===== src/rtl/minibus_pkg.sv =====
// Shared Mini-Bus types: bus widths, access width encoding, request/response bundles.
package minibus_pkg;

  localparam int unsigned DATA_WIDTH = 32;
  localparam int unsigned ADDR_WIDTH = 32;

  typedef enum logic [1:0] {
    BYTE = 2'b00,
    HALF = 2'b01,
    WORD = 2'b10
  } minibus_width_t;

  typedef struct packed {
    logic                  wen;
    logic                  ren;
    logic [ADDR_WIDTH-1:0] addr;
    minibus_width_t        width;
    logic [DATA_WIDTH-1:0] wdata;
  } minibus_req_t;

  typedef struct packed {
    logic                  ack;
    logic                  err;
    logic [DATA_WIDTH-1:0] rdata;
  } minibus_res_t;

  // True when the access cannot be issued on the bus (unaligned or undefined width).
  function automatic logic is_misaligned(input logic [1:0] width, input logic [1:0] addr_lo);
    logic bad;
    case (width)
      2'b00:   bad = 1'b0;
      2'b01:   bad = addr_lo[0];
      2'b10:   bad = (addr_lo != 2'b00);
      default: bad = 1'b1;
    endcase
    return bad;
  endfunction

endpackage


===== src/rtl/minibus_master_if.sv =====
// Mini-Bus link between one master and its slaves.
interface minibus_master_if (
  input logic clk,
  input logic nrst
);
  import minibus_pkg::*;

  minibus_req_t req;
  minibus_res_t res;

  modport master (input clk, input nrst, output req, input res);
  modport slave  (input clk, input nrst, input req, output res);

endinterface


===== src/rtl/minibus_rdata_align.sv =====
// Picks the addressed byte/half-word out of a slave word and extends it.
module minibus_rdata_align
  import minibus_pkg::*;
(
  input  logic [DATA_WIDTH-1:0] word,
  input  logic [1:0]            addr_lo,
  input  minibus_width_t        width,
  input  logic                  is_unsigned,
  output logic [DATA_WIDTH-1:0] data
);

  logic [DATA_WIDTH-1:0] byte_lane;
  logic [DATA_WIDTH-1:0] half_lane;

  // Shift the addressed lane down to bit 0, then sign/zero extend by width.
  always_comb begin
    byte_lane = word >> {addr_lo, 3'b000};
    half_lane = word >> {addr_lo[1], 4'b0000};
    case (width)
      BYTE:    data = {{(DATA_WIDTH-8){~is_unsigned & byte_lane[7]}}, byte_lane[7:0]};
      HALF:    data = {{(DATA_WIDTH-16){~is_unsigned & half_lane[15]}}, half_lane[15:0]};
      default: data = word;
    endcase
  end

endmodule


===== src/rtl/minibus_master_ctrl.sv =====
// Single-outstanding Mini-Bus master: core load/store -> bus transaction -> response.
module minibus_master_ctrl
  import minibus_pkg::*;
#(
  parameter int unsigned TIMEOUT_CYCLES = 16
) (
  input  logic                  clk,
  input  logic                  nrst,
  input  logic                  cpu_req_valid,
  output logic                  cpu_req_ready,
  input  logic                  cpu_wen,
  input  logic [ADDR_WIDTH-1:0] cpu_addr,
  input  minibus_width_t        cpu_width,
  input  logic                  cpu_unsigned,
  input  logic [DATA_WIDTH-1:0] cpu_wdata,
  output logic                  cpu_resp_valid,
  output logic [DATA_WIDTH-1:0] cpu_rdata,
  output logic                  cpu_err,
  minibus_master_if.master      _masterif
);

  typedef enum logic [1:0] {
    ST_IDLE = 2'b00,
    ST_BUS  = 2'b01,
    ST_TURN = 2'b10
  } state_t;

  // A zero timeout would give a zero-width counter; keep one bit and never fire.
  localparam int unsigned   CNT_W   = (TIMEOUT_CYCLES > 0) ? $clog2(TIMEOUT_CYCLES + 1) : 1;
  localparam logic [CNT_W-1:0] CNT_MAX = CNT_W'(TIMEOUT_CYCLES);
  localparam logic          TO_EN   = (TIMEOUT_CYCLES != 0);

  state_t                state_q, state_d;
  logic [CNT_W-1:0]      cnt_q, cnt_d;
  logic                  unsigned_q, unsigned_d;
  minibus_req_t          req_q, req_d;
  logic                  ready_d, resp_valid_d, err_d;
  logic [DATA_WIDTH-1:0] rdata_d;
  logic [DATA_WIDTH-1:0] aligned;

  logic accept, misalign, ack_hit, timeout_hit;

  assign accept      = cpu_req_ready & cpu_req_valid;
  assign misalign    = is_misaligned(cpu_width, cpu_addr[1:0]);
  assign ack_hit     = (state_q == ST_BUS) & _masterif.res.ack;
  assign timeout_hit = TO_EN & (state_q == ST_BUS) & ~_masterif.res.ack & (cnt_q == CNT_MAX);

  assign _masterif.req = req_q;

  minibus_rdata_align u_align (
    .word        (_masterif.res.rdata),
    .addr_lo     (req_q.addr[1:0]),
    .width       (req_q.width),
    .is_unsigned (unsigned_q),
    .data        (aligned)
  );

  // State and all registered outputs; reset aborts any transaction silently.
  always_ff @(posedge clk or negedge nrst) begin
    if (!nrst) begin
      state_q        <= ST_IDLE;
      cnt_q          <= '0;
      unsigned_q     <= 1'b0;
      req_q          <= '0;
      cpu_req_ready  <= 1'b0;
      cpu_resp_valid <= 1'b0;
      cpu_rdata      <= '0;
      cpu_err        <= 1'b0;
    end else begin
      state_q        <= state_d;
      cnt_q          <= cnt_d;
      unsigned_q     <= unsigned_d;
      req_q          <= req_d;
      cpu_req_ready  <= ready_d;
      cpu_resp_valid <= resp_valid_d;
      cpu_rdata      <= rdata_d;
      cpu_err        <= err_d;
    end
  end

  // Next state: misaligned requests skip the bus; TURN always lasts one cycle.
  always_comb begin
    state_d = state_q;
    case (state_q)
      ST_IDLE: if (accept) state_d = misalign ? ST_TURN : ST_BUS;
      ST_BUS:  if (ack_hit || timeout_hit) state_d = ST_TURN;
      ST_TURN: state_d = ST_IDLE;
      default: state_d = ST_IDLE;
    endcase
  end

  // Next values of the registered outputs, request bundle and timeout counter.
  always_comb begin
    req_d        = req_q;
    cnt_d        = cnt_q;
    unsigned_d   = unsigned_q;
    ready_d      = (state_d == ST_IDLE);
    resp_valid_d = 1'b0;
    err_d        = 1'b0;
    rdata_d      = '0;
    case (state_q)
      ST_IDLE: begin
        cnt_d = '0;
        if (accept) begin
          unsigned_d = cpu_unsigned;
          if (misalign) begin
            resp_valid_d = 1'b1;
            err_d        = 1'b1;
          end else begin
            req_d.wen   = cpu_wen;
            req_d.ren   = ~cpu_wen;
            req_d.addr  = cpu_addr;
            req_d.width = cpu_width;
            req_d.wdata = cpu_wdata;
          end
        end
      end
      ST_BUS: begin
        if (ack_hit) begin
          req_d.wen    = 1'b0;
          req_d.ren    = 1'b0;
          resp_valid_d = 1'b1;
          err_d        = _masterif.res.err;
          rdata_d      = (req_q.wen || _masterif.res.err) ? '0 : aligned;
        end else if (timeout_hit) begin
          req_d        = '0;
          resp_valid_d = 1'b1;
          err_d        = 1'b1;
        end else begin
          cnt_d = cnt_q + 1'b1;
        end
      end
      default: ;
    endcase
  end

endmodule


===== src/flat_wrapper.sv =====
// flat-port wrapper written by rule: the top's interface ports become plain ports
module minibus_master_ctrl_flat import minibus_pkg::*;
#(
  parameter int unsigned TIMEOUT_CYCLES = 16
)
  (clk, nrst, cpu_req_valid, cpu_req_ready, cpu_wen, cpu_addr, cpu_width, cpu_unsigned, cpu_wdata, cpu_resp_valid, cpu_rdata, cpu_err, _masterif_req, _masterif_res);
  minibus_master_if _masterif_i (.clk(clk), .nrst(nrst));
  input  logic clk;
  input  logic nrst;
  input  logic cpu_req_valid;
  output logic cpu_req_ready;
  input  logic cpu_wen;
  input  logic [ADDR_WIDTH-1:0] cpu_addr;
  input  minibus_width_t cpu_width;
  input  logic cpu_unsigned;
  input  logic [DATA_WIDTH-1:0] cpu_wdata;
  output logic cpu_resp_valid;
  output logic [DATA_WIDTH-1:0] cpu_rdata;
  output logic cpu_err;
  output wire logic [$bits(_masterif_i.req)-1:0] _masterif_req;
  input wire logic [$bits(_masterif_i.res)-1:0] _masterif_res;
  assign _masterif_req = _masterif_i.req;
  assign _masterif_i.res = _masterif_res;
  minibus_master_ctrl #(.TIMEOUT_CYCLES(TIMEOUT_CYCLES)) u_core (.clk(clk), .nrst(nrst), .cpu_req_valid(cpu_req_valid), .cpu_req_ready(cpu_req_ready), .cpu_wen(cpu_wen), .cpu_addr(cpu_addr), .cpu_width(cpu_width), .cpu_unsigned(cpu_unsigned), .cpu_wdata(cpu_wdata), .cpu_resp_valid(cpu_resp_valid), .cpu_rdata(cpu_rdata), .cpu_err(cpu_err), ._masterif(_masterif_i));
endmodule

===== config.mk =====
export PLATFORM = sky130hd
export DESIGN_NAME = minibus_master_ctrl_flat
export DESIGN_NICKNAME = d
export VERILOG_FILES = /design/src/rtl/minibus_pkg.sv /design/src/rtl/minibus_master_if.sv /design/src/rtl/minibus_rdata_align.sv /design/src/rtl/minibus_master_ctrl.sv /design/src/flat_wrapper.sv
export SDC_FILE = /design/constraint.sdc
export NUM_CORES = 1
export LEC_CHECK = 0
export CELL_PAD_IN_SITES_DETAIL_PLACEMENT = 0
export CELL_PAD_IN_SITES_GLOBAL_PLACEMENT = 1
export CORE_MARGIN = 10
export CORE_UTILIZATION = 33
export DETAILED_ROUTE_END_ITERATION = 8
export GPL_TIMING_DRIVEN = 1
export PLACE_DENSITY_LB_ADDON = 0.08
export SLEW_MARGIN = 10
export SYNTH_ARGS = -nofsm -noshare
export SYNTH_HDL_FRONTEND = slang
export SYNTH_SLANG_ARGS = --single-unit

===== constraint.sdc =====
create_clock -name clk -period 5.2 [get_ports clk]
set_input_delay 0.52 -clock clk [delete_from_list [all_inputs] [get_ports clk]]
set_output_delay 0.52 -clock clk [all_outputs]
set_load 0.05 [all_outputs]

### Word level (Yosys, flattened, before mapping)

Cells that the tools add are included.

| cells by class | value |
|---|---|
| add/sub/neg operators | 1 |
| equal/unequal tests | 11 |
| shifts and indexed selects | 2 |
| muxes and demuxes | 25 |
| bitwise gates (word level) | 9 |
| reduce and logical (&&, ||, !) cells | 12 |

Operators by type and width:

| cell | number |
|---|---|
| 68-bit two-way mux | 3 |
| 68-bit case mux with 2 select lines | 1 |
| 32-bit two-way mux | 3 |
| 66-bit two-way mux | 1 |
| 32-bit case mux with 2 select lines | 1 |
| 32-bit by 5-bit right shift with 16-bit output | 1 |
| 32-bit by 5-bit right shift with 8-bit output | 1 |
| 5-bit two-way mux | 2 |
| 5-bit case mux with 2 select lines | 1 |
| 2-bit logical NOT | 4 |
| 2-bit two-way mux | 4 |
| 1-bit AND | 6 |
| 2-bit by 1-bit == test with 1-bit output, second input constant | 3 |
| 2-bit != test, second input constant | 3 |
| 5-bit by 1-bit adder with 5-bit output, second input constant | 1 |
| 5-bit == test, second input constant | 1 |
| 1-bit two-way mux | 5 |
| 5-bit AND reduction | 1 |
| 2-bit by 1-bit != test with 1-bit output, second input constant | 2 |
| 1-bit case mux with 2 select lines | 2 |
| 2-bit case mux with 2 select lines | 1 |
| 4-bit AND reduction | 1 |
| 2-bit nonzero test | 2 |
| 3-bit by 1-bit != test with 1-bit output, second input constant | 1 |
| 6 further kinds | 9 |

| storage, ports and cells | value |
|---|---|
| register bits | 111 |
| input port bits | 105 |
| output and inout port bits | 103 |
| word-level logic and storage cells | 72 |

### Logic depth before layout (Yosys ltp)

| logic depth | value |
|---|---|
| depth in word-level cells | 7 |
| mapped depth | 8 |
| depth with buffers taken out | 6 |

### Hierarchy

Synthesis repeated with hierarchy kept, for this count alone.

| second synthesis, totals | value |
|---|---|
| cells, all modules | 378 |
| area total of the unflattened synthesis | 4767.1 µm² |

By module, submodules not included:

| module | times used | cells each | area an instance (µm²) | sequential area each (µm²) |
|---|---|---|---|---|
| minibus_master_ctrl | 1 | 285 | 4057.6 | 2777.7 |
| minibus_rdata_align | 1 | 93 | 709.4 | 0.0 |

### Least setup slack after synthesis

Ideal clock, no wire load.

| path | value |
|---|---|
| path kind | register to register |
| from | register u_core.req_q, in the netlist u_core._masterif.req[35] |
| to | register u_core.cpu_rdata[21] |
| arrival time | 1792 ps |
| path slack | 3266 ps |
| stages on the path, launching flop included | 7 |
| path buffers | 2 |
| cells stage by stage | dfrtp_1 > buf_4 > mux2_1 > a21oi_1 > a221o_2 > buf_6 > a21oi_2 |

| between the ends | value |
|---|---|
| word-level cells in the longest chain between the ends | 6 |
| elaborated cells between the ends (all ways) | 8 |
| those cells by class | 2 x shift; 4 x mux; 2 x bitwise |

Ends and longest elaborated chain:

| item | line | text |
|---|---|---|
| from (decl) | minibus_master_ctrl.sv:36 | `minibus_req_t req_q, req_d;` |
| from (signal assigned) | minibus_master_ctrl.sv:73 | `req_q <= req_d;` |
| 32-bit by 5-bit right shift with 16-bit output or 32-bit by 5-bit right shift with 8-bit output (tied branches) | minibus_rdata_align.sv:18, minibus_rdata_align.sv:17 |  |
| 1-bit AND, on equally long branches | minibus_rdata_align.sv:21, minibus_rdata_align.sv:20 |  |
| 32-bit case mux with 2 select lines * | minibus_rdata_align.sv:19 | `case (width)` |
| 32-bit two-way mux * | minibus_master_ctrl.sv:124 | `rdata_d = (req_q.wen \|\| _masterif.res.err) ? '0 : aligned;` |
| 32-bit two-way mux * | minibus_master_ctrl.sv:119 | `if (ack_hit) begin` |
| 32-bit two-way mux * | minibus_master_ctrl.sv:101 | `case (state_q)` |
| net u_core.rdata_d[21] | minibus_master_ctrl.sv:38 | `logic [DATA_WIDTH-1:0] rdata_d;` |
| to (signal assigned) | minibus_master_ctrl.sv:76 | `cpu_rdata <= rdata_d;` |
| to (decl) | minibus_master_ctrl.sv:17 | `output logic [DATA_WIDTH-1:0] cpu_rdata,` |

Mark *: on every way through the listed nets, which the timed path passes. The rest lies on a longest branch.
A chain may end at the register's enable or synchronous reset.

### Worst setup path after layout

| path | value |
|---|---|
| from | register u_core.req_q, in the netlist u_core._masterif.req[35] |
| to | output port _masterif_req[35] |

RTL lines:

| item | line | text |
|---|---|---|
| to (decl) | flat_wrapper.sv:20 | `output wire logic [$bits(_masterif_i.req)-1:0] _masterif_req;` |

No word-level cell between the ends.

==> key figures <==
Floorplanning
  • Core ar.: between 10000 and 15000 um^2
  • Row cnt: 42
  • Die Height: 136 um
  • Initial core utilization: 0.335
  • Die area: between 15000 and 20000 um^2
  • Ports: approximately 210
  • Die Wd: 136 um

Logic synthesis
  • Largest family of logic cells by synthesized area: compound AO/OA/AOI/OAI gates
  • Seq cells post-synth: 111
  • Most common cell in the netlist: dfrtp_1
  • XOR/XNOR Fraction of Synth Area: 0
  • Syn Area/Cell: about 12 um^2
  • Synth top cells by count: 111 x dfrtp_1, 69 x a22o_1, 31 x inv_1, 22 x nand2_1, 20 x a21oi_1
  • Synth top area share: 0.629
  • Mapped Area: 4420 um^2
  • Post-synth net total: 470
  • Synth top area cells: dfrtp_1 63%, a22o_1 14%, inv_1 2.6%
  • Netlist cell types: 36
  • Synth Area in Compound Gates: 0.241
  • Fraction of the mapped netlist area in adder cells: 0.00567
  • Multiplexer area fraction after synthesis: 0.0128
  • Post-Syn Instances: 363
  • Yosys warns: 0
  • Area leader, netlist: dfrtp_1
  • Async set or reset register ratio after synthesis: 1.00
  • Simple-gate area share of the yosys netlist: 0.0581
  • Sequential share of the synthesized area: 0.629
  • Post-synth EDFFs: 0
  • Synth Flop Type: dfrtp_1

Global route
  • Vias in the first global route: a little under 4000
  • Largest net degree at the start of global routing: 63
  • Gr ovfl total: 0
  • Initial antenna violation count: 0
  • Global-route wire length before repair: between 20000 and 25000 um
  • GRT Resource Usage Total: 0.160

STA
  • Worst-margin pin slew: approximately 780 ps
  • Final setup fails: 0
  • Unrepaired setup endpoints after global routing: false
  • Fin crit period: approximately 2600 ps
  • PnR worst setup slack: ~2600 ps
  • Slew Limit Fails: 0
  • Fmax: around 390 MHz
  • Rel. slew slack: 0.479
  • Setup_tns: 0 ps
  • Clock skew: between 8 and 9 ps
  • Period utilisation layout: 0.499
  • Endpoints failing hold: 0

Detailed routing
  • Via density: around 4.9
  • Routed WL: about 15000 um
  • Via count: approximately 3600
  • Initial drt markers: between 150 and 200
  • Antenna Nets Post-Route: 0
  • Residual DRC count: 0
  • Routed wire per std cell: around 20 um
  • Pre-antenna DRT Iters: 5

Clock network
  • Num CTS Buffers: 9
  • Post-CTS setup buffers: 0
  • CTS tree: yes
  • CTS hold repair buffers: 0
  • Clk sinks: 111
  • Deepest clock path buffer count: 2
  • Clock root cell: clkbuf_16
  • Cts repair resizes: 0
  • H-tree depth: 3
  • Clock latency on the worst-skew pair: 350 ps
  • Reg clk slew, reported paths: ~70 ps

Worst setup path
  • Worst-path cell chain: clkdlybuf4s50_1
  • Critical Path Max Stage Delay: between 900 and 1000 ps
  • Critical Path Fanout Max: 21
  • Worst path bufs/invs: 1
  • Worst setup EP type: primary output
  • Slowest CP cell: clkdlybuf4s50_1
  • Required time of the critical path: roughly 4700 ps
  • Critical Path Start Type: flop
  • Crit. path cell count: 1
  • CP arrival: between 2000 and 2500 ps
  • Reg2reg path depth: 4
  • Critical path type: flop to primary output
  • CP delay by family, top: buffers and inverters

Layout
  • Fillers: about 1200
  • FF/Latch Area: 2780 um^2
  • Fin area: between 6000 and 7000 um^2
  • Multi-input gate area: 1400 um^2
  • Ant diodes: 0
  • Nets: approximately 670
  • Layout cells sized above 1: 0.0674
  • Synth-to-layout area growth: 55.9%

Power
  • LEAKAGE: between 0.002 and 0.003 uW
  • Worst VDD drop: about 300 uV
  • Pwr/cell area: about 610 nW/um^2

Placed design
  • DP HPWL: around 11000 um
  • Area of placed instances: between 6000 and 7000 um^2
  • Gpl congestion: roughly 0.8
  • Pre-CTS setup slack: between 2000 and 2500 ps
  • Port bufs: approximately 210

Worst hold path
  • Hold WC Path Type: primary input to asynchronous set/reset pin

Outcome
  • Status: finished, final reports clean

Flow run
  • MaxCap Viol Count: 0
-- report_power, final --
group / switching (uW) / internal, uW / leakage [uW]
sequential: 203 / 1140 / 0.00144
clock: 320 / 326 / 0.000126
combinational: 1430 / 808 / 0.00142
total: 1950 / 2270 / 0.00298
-- layer usage --
layer	global-route usage	part of all wire	vias up
met5	0	0	-
met4	0.0586	0.015	0
met3	0.0323	0.071	14
met2	0.260	0.49	123
met1	0.205	0.42	1775
li1	-	-	1712
-- cell families (layout without fill, tap and decap cells) --
family / Yosys count / after routing
DFF: 111 / 111
buffers and inverters: 57 / 258
muxes: 4 / 4
AOI/OAI and AO/OA: 135 / 135
adders and majority gates: 2 / 2
and+or+nand+nor: 54 / 54
-- through the flow --
stage                     utilization  hold WS, ps  instances  total power (uW)
after floorplan                     -          224        363              2790
after global placement          0.502          488        724              3590
after detailed placement        0.502          490        724              3620
after CTS                       0.522          237        740              4270
after global routing            0.522          260        740              4430
final                           0.522          200        740              4230
-- placed cells by master (no fill, tap or decap), types with 3 or more instances in the layout --
| cell | netlist | final |
|---|---|---|
| clkdlybuf4s50_1 | 0 | 206 |
| dfrtp_1 | 111 | 111 |
| a22o_1 | 69 | 69 |
| inv_1 | 31 | 31 |
| nand2_1 | 22 | 22 |
| a21oi_1 | 20 | 20 |
| nor2_1 | 14 | 14 |
| o21ai_0 | 11 | 11 |
| a21oi_2 | 10 | 10 |
| clkbuf_16 | 0 | 9 |
| a221oi_1 | 8 | 8 |
| a222oi_1 | 7 | 7 |
| buf_4 | 2 | 5 |
| nand3_1 | 4 | 4 |
| o22ai_1 | 3 | 3 |
-- area by class of cell --
| type | instances | area share |
|---|---|---|
| Timing Repair Buffer | 211 | 0.305 |
| Clock buffer | 11 | 0.0338 |
| Multi-Input combinational cell | 195 | 0.204 |
| Tap cell | 176 | 0.0320 |
| Clock inverter | 5 | 0.00491 |
| Inverter | 31 | 0.0169 |
| Sequential cell | 111 | 0.404 |
-- path summary, 6_finish.rpt --
| check | from | endpoint | slack, ps |
|---|---|---|---|
| max | u_core._masterif.req[35] | _masterif_req[35] | 2610 |
| min | nrst | u_core.cpu_rdata[20] | 200 |
| max reg2reg | u_core.state_q[1] | u_core.cpu_rdata[20] | 2710 |
| min reg2reg | u_core._masterif.req[15] | u_core._masterif.req[15] | 510 |
| min in group clk | u_core._masterif.req[15] | u_core._masterif.req[15] | 510 |
| max in group asynchronous | nrst | u_core.cpu_rdata[6] | 3750 |
-- flip-flops by register name, summed over array words and instances, names as in the netlist --
name	count
u_core.cpu_req_ready	1
u_core._masterif.req	68
u_core.cpu_err	1
u_core.cpu_rdata	32
u_core.cnt_q	5
u_core.cpu_resp_valid	1
u_core.state_q	2
u_core.unsigned_q	1
Note: power is estimated with default switching activity, not from simulation.
